**src/rtl/mcc_proto_pkg.sv**
```systemverilog
// MCC protocol constants, option codes and shared parser types.
// Message IDs and field sizes follow the MCC UDP wire format (big-endian uint32 fields).
package mcc_proto_pkg;

  localparam int          MCC_HDR_BYTES     = 16;
  localparam logic [31:0] MCC_ID_REQ        = 32'd10;
  localparam logic [31:0] MCC_ID_STATUS_REQ = 32'd100;
  localparam logic [31:0] MCC_ID_ACK        = 32'd11;
  localparam logic [31:0] MCC_ID_NACK       = 32'd12;
  localparam logic [31:0] MCC_ID_STATUS_RSP = 32'd200;

  typedef enum logic [2:0] {
    OPT_NONE             = 3'd0,
    OPT_SYS_STATUS       = 3'd1,
    OPT_LINK_STATUS      = 3'd2,
    OPT_TEMP_STATUS      = 3'd3,
    OPT_POWER_STATUS     = 3'd4,
    OPT_FAULT_STATUS     = 3'd5,
    OPT_VERSION_STATUS   = 3'd6,
    OPT_AUTO_TEST_STATUS = 3'd7
  } opt_code_t;

  typedef enum logic [2:0] {
    ST_IDLE,
    ST_HEADER,
    ST_PAYLOAD,
    ST_CHECK,
    ST_ISSUE,
    ST_DROP
  } rx_state_t;

  typedef enum logic [1:0] {
    KIND_ACK,
    KIND_NACK,
    KIND_STATUS
  } rx_kind_t;

endpackage

```
**src/rtl/mcc_rx_byte_to_word.sv**
```systemverilog
// Big-endian 4-byte shifter: word_dat is the word including the current byte, word_vld marks its 4th byte.
// Combinational word output (zero latency); no backpressure, one byte per shift_en.
module mcc_rx_byte_to_word (
  input  logic        i_sys_clk,
  input  logic        i_rst_n,
  input  logic        clr,
  input  logic        shift_en,
  input  logic [7:0]  byte_dat,
  output logic [31:0] word_dat,
  output logic        word_vld
);

  logic [23:0] shreg;
  logic [1:0]  cnt;

  assign word_dat = {shreg, byte_dat};
  assign word_vld = shift_en && !clr && (cnt == 2'd3);

  // clr together with shift_en makes the current byte the first of a new word
  always_ff @(posedge i_sys_clk or negedge i_rst_n) begin
    if (!i_rst_n) begin
      shreg <= '0;
      cnt   <= '0;
    end else if (clr) begin
      shreg <= shift_en ? {16'd0, byte_dat} : 24'd0;
      cnt   <= shift_en ? 2'd1 : 2'd0;
    end else if (shift_en) begin
      shreg <= word_dat[23:0];
      cnt   <= cnt + 2'd1;
    end
  end

endmodule

```
**src/rtl/mcc_cmd_rx_parse.sv**
```systemverilog
// MCC command parser: header/payload parse, frame classification, one start pulse per frame.
// Pulse 2 cycles after the last byte; held in ISSUE while the assembler is busy, bytes then are dropped.
module mcc_cmd_rx_parse
  import mcc_proto_pkg::*;
#(
  parameter logic [31:0] MSG_ID_REQ        = MCC_ID_REQ,
  parameter logic [31:0] MSG_ID_STATUS_REQ = MCC_ID_STATUS_REQ,
  parameter int          MAX_PAYLOAD_BYTES = 1472,
  parameter int          CNT_W             = 16
) (
  input  logic             i_sys_clk,
  input  logic             i_rst_n,
  input  logic             i_rx_data_valid,
  input  logic [7:0]       i_rx_data,
  input  logic             i_rx_data_last,
  input  logic             i_rx_frame_err,
  input  logic             i_assemble_pkg_is_running,
  output logic             o_req_ack_start_en,
  output logic             o_req_nack_start_en,
  output logic             o_status_request_start_en,
  output logic [2:0]       o_status_request_data,
  output logic [31:0]      o_rx_pkg_cnt,
  output logic [CNT_W-1:0] o_rx_good_cnt,
  output logic [CNT_W-1:0] o_rx_err_cnt,
  output logic             o_parser_busy
);

  localparam int               PAY_W   = $clog2(MAX_PAYLOAD_BYTES + 2);
  localparam logic [PAY_W-1:0] PAY_SAT = PAY_W'(MAX_PAYLOAD_BYTES + 1);

  rx_state_t        state, state_nxt;
  rx_kind_t         kind_q, kind_nxt;
  logic [3:0]       hdr_idx;
  logic [PAY_W-1:0] pay_cnt;
  logic [31:0]      len_q, pkg_cnt_q, msg_id_q;
  logic [2:0]       opt_q;
  logic             runt_q, err_q, in_frame, in_frame_nxt;
  logic             parsing, oversize, pulse_en;
  logic [31:0]      word_dat;
  logic             word_vld;

  assign parsing      = state inside {ST_IDLE, ST_HEADER, ST_PAYLOAD};
  assign oversize     = (pay_cnt == PAY_SAT);
  assign in_frame_nxt = i_rx_data_valid ? !i_rx_data_last : in_frame;
  assign pulse_en     = (state == ST_ISSUE) && !i_assemble_pkg_is_running;

  assign o_req_ack_start_en        = pulse_en && (kind_q == KIND_ACK);
  assign o_req_nack_start_en       = pulse_en && (kind_q == KIND_NACK);
  assign o_status_request_start_en = pulse_en && (kind_q == KIND_STATUS);
  assign o_parser_busy             = (state != ST_IDLE);

  mcc_rx_byte_to_word u_b2w (
    .i_sys_clk (i_sys_clk),
    .i_rst_n   (i_rst_n),
    .clr       (state == ST_IDLE),
    .shift_en  (i_rx_data_valid && parsing),
    .byte_dat  (i_rx_data),
    .word_dat  (word_dat),
    .word_vld  (word_vld)
  );

  always_ff @(posedge i_sys_clk or negedge i_rst_n) begin
    if (!i_rst_n) state <= ST_IDLE;
    else          state <= state_nxt;
  end

  always_comb begin
    state_nxt = state;
    case (state)
      ST_IDLE:    if (i_rx_data_valid) state_nxt = i_rx_data_last ? ST_CHECK : ST_HEADER;
      ST_HEADER:  if (i_rx_data_valid) begin
                    if (i_rx_data_last)       state_nxt = ST_CHECK;
                    else if (hdr_idx == 4'd15) state_nxt = ST_PAYLOAD;
                  end
      ST_PAYLOAD: if (i_rx_data_valid && i_rx_data_last) state_nxt = ST_CHECK;
      ST_CHECK:   state_nxt = err_q ? (in_frame_nxt ? ST_DROP : ST_IDLE) : ST_ISSUE;
      ST_ISSUE:   if (!i_assemble_pkg_is_running) state_nxt = in_frame_nxt ? ST_DROP : ST_IDLE;
      ST_DROP:    if (i_rx_data_valid && i_rx_data_last) state_nxt = ST_IDLE;
      default:    state_nxt = ST_IDLE;
    endcase
  end

  // Only a complete, length-consistent 4-byte-payload frame with a known ID escapes NACK
  always_comb begin
    kind_nxt = KIND_NACK;
    if (!runt_q && !oversize && (len_q == 32'(pay_cnt)) && (len_q == 32'd4)) begin
      if (msg_id_q == MSG_ID_REQ)             kind_nxt = KIND_ACK;
      else if (msg_id_q == MSG_ID_STATUS_REQ) kind_nxt = KIND_STATUS;
    end
  end

  always_ff @(posedge i_sys_clk or negedge i_rst_n) begin
    if (!i_rst_n) begin
      kind_q                <= KIND_NACK;
      hdr_idx               <= '0;
      pay_cnt               <= '0;
      len_q                 <= '0;
      pkg_cnt_q             <= '0;
      msg_id_q              <= '0;
      opt_q                 <= '0;
      runt_q                <= 1'b0;
      err_q                 <= 1'b0;
      in_frame              <= 1'b0;
      o_status_request_data <= '0;
      o_rx_pkg_cnt          <= '0;
      o_rx_good_cnt         <= '0;
      o_rx_err_cnt          <= '0;
    end else begin
      in_frame <= in_frame_nxt;
      case (state)
        ST_IDLE: if (i_rx_data_valid) begin
          hdr_idx   <= 4'd1;
          pay_cnt   <= '0;
          len_q     <= '0;
          pkg_cnt_q <= '0;
          msg_id_q  <= '0;
          opt_q     <= '0;
          runt_q    <= i_rx_data_last;
          err_q     <= i_rx_data_last && i_rx_frame_err;
        end
        ST_HEADER: if (i_rx_data_valid) begin
          hdr_idx <= hdr_idx + 4'd1;
          if (word_vld) begin
            case (hdr_idx[3:2])
              2'd0:    len_q     <= word_dat;
              2'd1:    pkg_cnt_q <= word_dat;
              2'd3:    msg_id_q  <= word_dat;
              default: ;
            endcase
          end
          if (i_rx_data_last) begin
            runt_q <= (hdr_idx != 4'd15);
            err_q  <= i_rx_frame_err;
          end
        end
        ST_PAYLOAD: if (i_rx_data_valid) begin
          if (!oversize) pay_cnt <= pay_cnt + PAY_W'(1);
          if (pay_cnt == PAY_W'(3)) opt_q <= word_dat[2:0];
          if (i_rx_data_last) err_q <= i_rx_frame_err;
        end
        ST_CHECK: begin
          kind_q <= kind_nxt;
          if (err_q) begin
            if (o_rx_err_cnt != '1) o_rx_err_cnt <= o_rx_err_cnt + CNT_W'(1);
          end else if (kind_nxt == KIND_STATUS) begin
            o_status_request_data <= opt_q;
          end
        end
        ST_ISSUE: if (!i_assemble_pkg_is_running) begin
          o_rx_pkg_cnt <= pkg_cnt_q;
          if (kind_q == KIND_NACK) begin
            if (o_rx_err_cnt != '1) o_rx_err_cnt <= o_rx_err_cnt + CNT_W'(1);
          end else begin
            if (o_rx_good_cnt != '1) o_rx_good_cnt <= o_rx_good_cnt + CNT_W'(1);
          end
        end
        ST_DROP: if (i_rx_data_valid && i_rx_data_last) begin
          if (o_rx_err_cnt != '1) o_rx_err_cnt <= o_rx_err_cnt + CNT_W'(1);
        end
        default: ;
      endcase
    end
  end

endmodule
```
**config.mk**
```make
export PLATFORM = sky130hd
export DESIGN_NAME = mcc_cmd_rx_parse
export DESIGN_NICKNAME = d
export VERILOG_FILES = /design/src/rtl/mcc_proto_pkg.sv /design/src/rtl/mcc_rx_byte_to_word.sv /design/src/rtl/mcc_cmd_rx_parse.sv
export SDC_FILE = /design/constraint.sdc
export NUM_CORES = 1
export LEC_CHECK = 0
export BUFFER_PORTS_ARGS = -buffer_cell sky130_fd_sc_hd__clkbuf_2
export CAP_MARGIN = 40
export CELL_PAD_IN_SITES_DETAIL_PLACEMENT = 1
export CELL_PAD_IN_SITES_GLOBAL_PLACEMENT = 1
export CORE_UTILIZATION = 40
export CTS_CLUSTER_DIAMETER = 40
export DETAILED_ROUTE_END_ITERATION = 8
export HOLD_SLACK_MARGIN = 0.15
export PLACE_DENSITY_LB_ADDON = 0.1
export SLEW_MARGIN = 15
export SYNTH_ARGS = -nofsm -noshare
export SYNTH_HDL_FRONTEND = slang
export SYNTH_SLANG_ARGS = --single-unit
```
**constraint.sdc**
```tcl
create_clock -name i_sys_clk -period 2.3 [get_ports i_sys_clk]
set_clock_uncertainty 0.15 [all_clocks]
set_input_delay 0.345 -clock i_sys_clk [delete_from_list [all_inputs] [get_ports i_sys_clk]]
set_output_delay 0.345 -clock i_sys_clk [all_outputs]
set_load 0.01 [all_outputs]
```
# Yosys cells after proc, flatten, opt, wreduce, memory -nomap -nowiden
# Cells that the tools add are included.
# classes
add_sub_neg	5
n_eq_ne	39
mux	59
n_bitwise	3
n_reduce_logical	41
# op_table
cell	count
2-to-1 mux 32 bit	10
case mux 32 bit (2 select lines)	3
2-to-1 mux 16 bit	5
2-to-1 mux 24 bit	2
case mux 16 bit (3 select lines)	1
2-to-1 mux 3 bit	12
2-to-1 mux 11 bit	3
adder 16 x 1 -> 16 bit (second input constant)	2
== test 32 x 11 -> 1 bit	1
== test 32 x 3 -> 1 bit (second input constant)	1
== test 32 x 4 -> 1 bit (second input constant)	1
== test 32 x 7 -> 1 bit (second input constant)	1
inequality test 16 bit (second input constant)	2
case mux 11 bit (2 select lines)	1
AND reduction 4 bit	5
AND reduction 5 bit	4
inequality test 2 x 1 -> 1 bit (second input constant)	9
case mux 3 bit (6 select lines)	1
inequality test 2 bit (second input constant)	8
logical AND 1 bit	12
2-to-1 mux 2 bit	6
adder 11 x 1 -> 11 bit (second input constant)	1
== test 11 bit (second input constant)	1
== test 11 x 2 -> 1 bit (second input constant)	1
26 further kinds	54
# word_totals
reg_bits	215
inputBits	14
word_cells	164

# Logic depth before layout (Yosys ltp)
# logic_depth
ltp_word	8
ltp_mapped	9

# By module
# A second synthesis with hierarchy kept.
# hier_totals
cells_unflattened	942
area_unflattened_um2	9282.7
# modules_own_cells
mod	instances	cells_each	area_per_inst_um2	seq_area_each_um2
mcc_cmd_rx_parse	1	840	8119.0	4730.8
mcc_rx_byte_to_word	1	102	1163.6	650.6

# Least setup slack after synthesis
# No wires, ideal clock.
# synth_timing
kind	reg2reg
from	register len_q[21]
to	register o_status_request_data[0]
arrival_ns	1.954
t_required_ns	2.025
setup_slack_ns	0.071
stages_incl_launch_ff	7
n_path_buf	0
synth_period_minus_slack_ns	2.229
path_cell_list	dfrtp_1 > or4_1 > a211o_1 > nor4_4 > nand3_2 > nor4_4 > mux2_4
# synth_between
elab_chain_cells	6
# synth_lines
element	line_no	text
start: declaration	mcc_cmd_rx_parse.sv:35	logic [31:0] len_q, pkg_cnt_q, msg_id_q;
start signal: assignment	mcc_cmd_rx_parse.sv:125	2'd0: len_q <= word_dat;
== test 32 x 11 -> 1 bit	mcc_cmd_rx_parse.sv:86	if (!runt_q && !oversize && (len_q == 32'(pay_cnt)) && (len_q == 32'd4)) begin
logical AND 1 bit	mcc_cmd_rx_parse.sv:86	
logical AND 1 bit *	mcc_cmd_rx_parse.sv:86	
2-to-1 mux 2 bit *	mcc_cmd_rx_parse.sv:86	
== test 2 bit *	mcc_cmd_rx_parse.sv:145	end else if (kind_nxt == KIND_STATUS) begin
AND reduction 3 bit (no line) *	n/a	
end signal: assignment	mcc_cmd_rx_parse.sv:146	o_status_request_data <= opt_q;
end: declaration	mcc_cmd_rx_parse.sv:21	output logic [2:0] o_status_request_data,
# Every way passes the cells marked *; elsewhere a longest branch is shown, timed or not.
# A chain may end at the register's enable or synchronous reset.

# Worst setup path in the final report
# layout_timing
from	register len_q[31]
to	register o_status_request_data[1]
# The elaborated chain is that of the path after synthesis.

==> results.tsv <==
metric	value	unit
met3_usage	4.85	%
die_y	152	µm
fmax	0.415	GHz
ys_types	52	
syn_area_per_cell	10.2	µm²
synthCells	881	
die-area	23000	µm²
final_nets	1082	
drive_gt1_share	25.2	%
grt_max_degree	59	
gr-max-usage-layer	met2	
post-route-drc-count	0	
p_sw	5.50	mW
wl_per_cell	19.1	µm
stdcell_count	1368	
routed_via_density	5.35	
ios	85	
initial_core_util	41.0	%
end_kind	flip-flop	
layout_common_cells	251 x nand2_1, 214 x dfrtp_1, 104 x o21ai_1	
synth_edf_count	0	
n_antenna_cell	0	
synth_area	8980	µm²
yosysTopAreaCell	dfrtp_1	
min_path_type	input pin to async pin	
gp_congestion	0.823	
setup_ws	-0.111	ns
sw_frac_of_total	33.9	%
p_leak	5.76	nW
fp.dieW	152	µm
ys.flop_type	dfrtp_1	
clock-sinks	215	
arrival	2.63	ns
path_clk_slew	0.05	ns
power.density	1360	nW/µm²
num_vias	7313	
drtIter0Drc	347	
core_area	21900	µm²
worst_pin_slew	0.499	ns
use_met2	38.8	%
path_class	flip-flop to flip-flop	
final_common_cell	nand2_1	
peakVddDrop	0.658	mV
crit_required	2.52	ns
synthArstFlopShare	100	%
slew_headroom	66.6	%
finalHoldViolations	0	
design_area	12000	µm²
placed_cell_area	10200	µm²
violations	setup timing	
antenna_found_initial	0	
period_minus_slack	2.41	ns
syn_to_final_growth	33.3	%
cts_tree	built	
synth_area_leaders	dfrtp_1 60%, nand2_1 11%, o21ai_1 5.8%	
synth_fp_nets	901	
clock_path_buffers	3	
yosysSeqAreaShare	59.9	%
grt_pass1_wl	42500	µm
total_power	16.2	mW
grtUsageMet1	29.3	%
wirelength	26100	µm
grt_setup_unrepaired	yes	
grt_pass1_vias	7837	
p_comb_share	30.1	%
pwr-share-seq	35.3	%
dr.pass1.iters	5	
port_buffers	84	
period_share	105	%
max-cap-violations	0	
fin_tns_setup	-0.468	ns
ys.warnings.count	0	
setup_viol	5	
clk-insertion-delay-late	0.50	ns
overflow	0	
postSynthRegisterBits	215	
numCtsBuffers	37	
start_kind	flip-flop	
final_util	54.7	%
maxSlewViolCount	0	
clock-root-buffer	clkbuf_16	
timing.hold.ws	0.218	ns
grt_usage	23.1	%
dp.cells	1268	
yosysTopAreaCellShare	59.7	%
clock_power_share	34.6	%
pre_cts_ws	-0.273	ns
outcome	finished with violations	
cp_max_fo	3	
detail-route-antenna-nets	0	
intPower	10.7	mW
rows	54	
htreeDepth	2	
place_hpwl	17200	µm
[area by class of cell]
cell class | instances | area (µm²)
clock buffers | 45 | 996
clock inverters | 20 | 273
fillers | 2417 | 9930
inverters | 14 | 52.6
multi-input cells | 611 | 3550
flip-flops and latches | 215 | 5380
well taps | 280 | 350
repair buffers | 183 | 1360
[per-layer routing]
| layer | vias up | share of wire (%) |
|---|---|---|
| li1 | 3389 | - |
| met1 | 3676 | 43 |
| met2 | 180 | 49 |
| met3 | 68 | 4.6 |
| met4 | 0 | 3.1 |
| met5 | - | 0 |
[power groups by stage]
stage / Combinational [mW] / Sequential [mW] / Clock, mW
after CTS: 4.73 / 5.71 / 5.72
after global placement: 4.29 / 5.66 / 0
after detailed placement: 4.44 / 5.72 / 0
after global routing: 5.39 / 5.86 / 5.90
final: 4.88 / 5.72 / 5.62
after floorplan: 2.52 / 5.64 / 0
[sequential cells by signal (all words and copies together) (netlist names)]
signal	count
u_b2w.cnt	2
o_rx_pkg_cnt	32
u_b2w.shreg	24
pkg_cnt_q	32
o_status_request_data	3
in_frame	1
state	3
err_q	1
hdr_idx	4
o_rx_err_cnt	16
kind_q	2
o_rx_good_cnt	16
len_q	32
pay_cnt	11
opt_q	3
runt_q	1
msg_id_q	32
[cell usage after synthesis (11+ instances only)]
cell / count
nor2_1: 29
inv_1: 12
xor2_1: 11
clkbuf_1: 37
and4_1: 12
nand3_1: 18
nand2_1: 253
a21oi_1: 12
nand4_1: 14
a22o_1: 26
xnor2_1: 36
nor4_1: 14
dfrtp_1: 214
o21ai_1: 104
and3_1: 13
[what timing repair did]
| item | CTS | global route |
|---|---|---|
| gates resized for setup | 20 | 28 |
| setup buffers | 7 | 16 |
| hold buffers | 13 | 0 |
| gates cloned | 1 | 0 |
| endpoints found under the hold margin | 249 | 0 |
| setup endpoints to repair | 13 | 13 |
| pin swaps | 4 | 15 |
[logic make-up (layout without fill, tap and decap cells)]
group           Yosys count  count (layout)  share of synthesized area (%)
mux                       7               7                          0.976
flops                   215             215                           59.9
xor+xnor                 47              47                           4.59
fa+ha+maj                 6               6                          0.836
compound gates          167             167                           11.4
buf+inv                  55             262                           2.36
simple gates            384             384                           19.9
[worst max-delay path, cell delays in order (launching register included)]
cell and delay (ns):
dfrtp_1 0.39, or4_4 0.51, a211o_1 0.27, nor4_4 0.15, nand3_2 0.18, nor4_4 0.16, buf_4 0.18, mux2_4 0.30
[path summary, 6_finish.rpt]
check,from,end,slack [ns],cells after the start
worst max-delay path,len_q[31],o_status_request_data[1],-0.11,7
worst max register to register,len_q[31],o_status_request_data[1],-0.11,7
worst min register to register,pkg_cnt_q[30],o_rx_pkg_cnt[30],0.31,2
min in group i_sys_clk,pkg_cnt_q[30],o_rx_pkg_cnt[30],0.31,2
worst min-delay path,i_rst_n,o_rx_good_cnt[9],0.22,2
max in group asynchronous,i_rst_n,kind_q[0],1.07,3
Note: power is estimated with default switching activity, not from simulation.
